$ cat src/rtl/reg_pipe.sv
// reg_pipe: elastic WIDTH-bit register pipeline of DEPTH stages with valid/ready.
// Optional occupancy output enabled by defining REG_PIPE_OCC_EN.
//
// Ports:
//   clk, rst_n      clock, asynchronous active-low reset
//   flush           synchronous clear of all stage valid bits
//   in_valid/in_data/in_ready     producer handshake
//   out_valid/out_data/out_ready  consumer handshake
//   occupancy       count of valid stages (REG_PIPE_OCC_EN only)
module reg_pipe #(
    parameter int WIDTH = 8,
    parameter int DEPTH = 2
) (
    input  logic             clk,
    input  logic             rst_n,
    input  logic             flush,
    input  logic             in_valid,
    input  logic [WIDTH-1:0] in_data,
    output logic             in_ready,
    output logic             out_valid,
    output logic [WIDTH-1:0] out_data,
    input  logic             out_ready
`ifdef REG_PIPE_OCC_EN
    ,
    output logic [$clog2(DEPTH+1)-1:0] occupancy
`endif
);

    logic [DEPTH-1:0] v_q;
    logic [DEPTH-1:0] v_d;
    logic [DEPTH-1:0] adv;
    logic [WIDTH-1:0] d_q [DEPTH];
    logic [WIDTH-1:0] d_d [DEPTH];

    // A stage may load when it is empty or its successor moves on;
    // computed from the consumer end back towards the producer.
    always_comb begin
        adv = '0;
        adv[DEPTH-1] = !v_q[DEPTH-1] | out_ready;
        for (int k = DEPTH - 2; k >= 0; k--) begin
            adv[k] = !v_q[k] | adv[k+1];
        end
    end

    always_comb begin
        v_d = v_q;
        d_d = d_q;
        if (adv[0]) begin
            v_d[0] = in_valid;
            if (in_valid) d_d[0] = in_data;
        end
        for (int k = 1; k < DEPTH; k++) begin
            if (adv[k]) begin
                v_d[k] = v_q[k-1];
                if (v_q[k-1]) d_d[k] = d_q[k-1];
            end
        end
        // Data registers keep their contents; only occupancy is dropped.
        if (flush) v_d = '0;
    end

    always_ff @(posedge clk or negedge rst_n) begin
        if (!rst_n) begin
            v_q <= '0;
            for (int k = 0; k < DEPTH; k++) d_q[k] <= '0;
        end else begin
            v_q <= v_d;
            d_q <= d_d;
        end
    end

    assign in_ready  = adv[0];
    assign out_valid = v_q[DEPTH-1];
    assign out_data  = d_q[DEPTH-1];

`ifdef REG_PIPE_OCC_EN
    localparam int OW = $clog2(DEPTH + 1);

    always_comb begin
        occupancy = '0;
        for (int k = 0; k < DEPTH; k++) begin
            occupancy = occupancy + OW'(v_q[k]);
        end
    end
`endif

endmodule

$ cat config.mk
export PLATFORM = sky130hd
export DESIGN_NAME = reg_pipe
export DESIGN_NICKNAME = d
export VERILOG_FILES = /design/src/rtl/reg_pipe.sv
export SDC_FILE = /design/constraint.sdc
export NUM_CORES = 1
export LEC_CHECK = 0
export ABC_AREA = 1
export BUFFER_PORTS_ARGS = -buffer_cell sky130_fd_sc_hd__buf_4
export CAP_MARGIN = 10
export CORE_UTILIZATION = 40
export CTS_BUF_LIST = sky130_fd_sc_hd__clkbuf_8
export DETAILED_ROUTE_END_ITERATION = 8
export GPL_TIMING_DRIVEN = 0
export PLACE_DENSITY_LB_ADDON = 0.05
export SLEW_MARGIN = 20
export SYNTH_ARGS = -nofsm -noshare
export SYNTH_HDL_FRONTEND = slang
export SYNTH_SLANG_ARGS = --single-unit
$ cat constraint.sdc
create_clock -name clk -period 1.2 [get_ports clk]
set_input_delay 0 -clock clk [delete_from_list [all_inputs] [get_ports clk]]
set_output_delay 0 -clock clk [all_outputs]
set_load 0.05 [all_outputs]
==> impl_metrics.json <==
{
  "layout_min_cycle_time_ns": 1.126,
  "core-area_um2": 1802,
  "dieArea_um2": 2191,
  "rsz0062_at_grt": "false",
  "drv_cap": 0,
  "peakVddDrop_uv": 735.6,
  "cts_made_buffers": 3,
  "globalplace.congestion": 0.7077,
  "critPathKind": "flip-flop to output port",
  "cp-end-kind": "output port",
  "power_density_nw_per_um2": 1431,
  "area_growth_pct": 41.74,
  "drc": 0,
  "cts_tree": "yes",
  "cts_sinks": 18,
  "setup_viol": 0,
  "slew_violations": 0,
  "antenna_found_initial": 0,
  "p_int_w": 0.001109,
  "ys_seq_elements": 18,
  "arrival_ns": 1.13,
  "yosysMostFrequentCell": "nand2_1",
  "worstMarginPinSlew_ns": 0.2243,
  "layout_setup_ws_ns": 0.07355,
  "synth.top_cells.by_area": "dfrtp_1, nand2_1, nand3_1",
  "fp.dieH_um": 46.81,
  "die_x_um": 46.81,
  "cp_max_fo": 10,
  "synth.net_count": 99,
  "cts_hold_buf": 10,
  "post_cts_resized": 0,
  "switchingPower_w": 0.0005202,
  "grt_start_max_net_pins": 19,
  "dr.pass1.iters": 4,
  "pwr-share-comb_pct": 29.5,
  "grt_first_pass_wirelength_um": 2456,
  "max_freq_ghz": 0.8877,
  "grt_overflow": 0,
  "dr.first_iter.drc_count": 5,
  "grt_usage_pct": 16.37,
  "clkPwrFrac_pct": 26.1,
  "skew_ns": 0.003487,
  "synth_top_area_share_pct": 56.07,
  "finalNetCount": 135,
  "tns_ns": 0,
  "netlist_area_um2": 803.3,
  "async_reset_ff_share_pct": 100.0,
  "p_leak_nw": 0.6146,
  "clkTransAtPathRegs_ns": 0.07,
  "wl_um": 1470,
  "min_period_over_period_pct": 93.87,
  "vias": 653,
  "synth_top_area_cell": "dfrtp_1",
  "power.sequential.fraction_pct": 44.4,
  "dp_slack_ns": 0.2569,
  "antenna_cells": 0,
  "initial_utilization_pct": 44.58,
  "post-cts-setup-buffer-count": 0,
  "portBuffers": 21,
  "clockBufferDepth": 2,
  "insertion_delay_ns": 0.25,
  "drive_above_1_share_pct": 33.88,
  "seqCellArea_um2": 451.7,
  "yosysSeqAreaShare_pct": 56.07,
  "avgSynthCellArea_um2": 9.340,
  "ys.flop_type": "dfrtp_1",
  "grt_pass1_vias": 598,
  "status": "finished, final reports clean",
  "yosysUniqueCellTypes": 11,
  "crit_required_ns": 1.20,
  "max_slew_margin_pct": 85.05,
  "p_sw_share_pct": 31.93,
  "start_kind": "flip-flop",
  "hp-class": "input port to flip-flop",
  "post_drt_via_cell_ratio": 4.473,
  "syn_inst": 86,
  "root_buffer": "clkbuf_8",
  "nFillCells": 172,
  "ant_nets": 0,
  "hold_viol": 0,
  "routedWlPerCell_um": 10.07,
  "synth_edf_count": 0,
  "top_level_ports": 23,
  "htreeDepth": 1,
  "synth_common_cells": "nand2_1, dfrtp_1, nand3_1",
  "utilization_pct": 63.19,
  "multi_input_area_um2": 255.2,
  "rows": 15,
  "yosysWarnings": 0,
  "fin_hold_ws_ns": 0.05537
}
## worst paths after layout
check | from | to | slack, ns | cells past startpoint
setup / recovery | v_q[1]$_DFFE_PN0P_ | in_ready | 0.07 | 3
hold / removal | in_valid | d_q[11]$_DFFE_PN0P_ | 0.06 | 3
setup reg to reg | v_q[1]$_DFFE_PN0P_ | out_data[4]$_DFFE_PN0P_ | 0.24 | 4
hold reg to reg | out_data[5]$_DFFE_PN0P_ | out_data[5]$_DFFE_PN0P_ | 0.47 | 2
max in group asynchronous | rst_n | v_q[1]$_DFFE_PN0P_ | 0.85 | 2
min in group asynchronous | rst_n | out_data[2]$_DFFE_PN0P_ | 0.15 | 2
## layer usage
layer / up-vias / GRT usage (%) / wire [um]
met5: - / 0 / 0
met4: 0 / 10.29 / 31
met3: 4 / 3.462 / 53
met2: 21 / 26.94 / 717
met1: 295 / 19.51 / 667
li1: 333 / - / -
## critical path: stages, from the launching register on
cell and delay (ns):
dfrtp_2 0.42, nand3_2 0.10, buf_6 0.15, buf_4 0.20
## state kept, by name, summed over array words and instances (netlist names)
name and flops:
out_data 8, v_q 2, d_q 8
## area by class of cell
type                       instances  area share (%)
clock inverter                     1          0.3297
sequential                        18           39.67
tap                               25           2.747
clock buffer                       3           3.626
multi-input combinational         54           22.42
buffer                            11           7.582
inverter                           3          0.9890
timing repair buffer              31           22.64
## cell usage in the layout (no fill, tap or decap), drive strengths merged
cell	Yosys	final
nand2	35	35
buf	11	32
dfrtp	18	18
nand3	17	17
dlygate4sd3	0	10
inv	3	4
clkbuf	0	3
a21oi	2	2
## logic make-up (layout without fill, tap and decap cells)
| kind of cell | after synthesis | after routing | synth area share (%) |
|---|---|---|---|
| buffers and inverters | 14 | 49 | 12.15 |
| AO/OA/AOI/OAI | 2 | 2 | 2.648 |
| AND/OR/NAND/NOR | 52 | 52 | 29.13 |
| flip-flops | 18 | 18 | 56.07 |
## per-stage QoR
stage / cell area [um^2] / total power [W] / cells
2_1_floorplan: 804.5 / 0.001057 / 86
3_3_place_gp: 993.5 / 0.001184 / 132
3_5_place_dp: 993.5 / 0.001194 / 132
4_1_cts: 1139 / 0.001649 / 146
5_1_grt: 1139 / 0.001717 / 146
6_report: 1139 / 0.001629 / 146
## power by group through the flow
stage	sequential, W	clock [W]	combinational (W)
final	0.000723	0.000425	0.000481
after global routing	0.000731	0.000462	0.000524
after CTS	0.000724	0.000439	0.000487
after detailed placement	0.000735	0	0.000460
after global placement	0.000730	0	0.000454
after floorplan	0.000730	0	0.000328
Power figures use the tool's default switching activity.
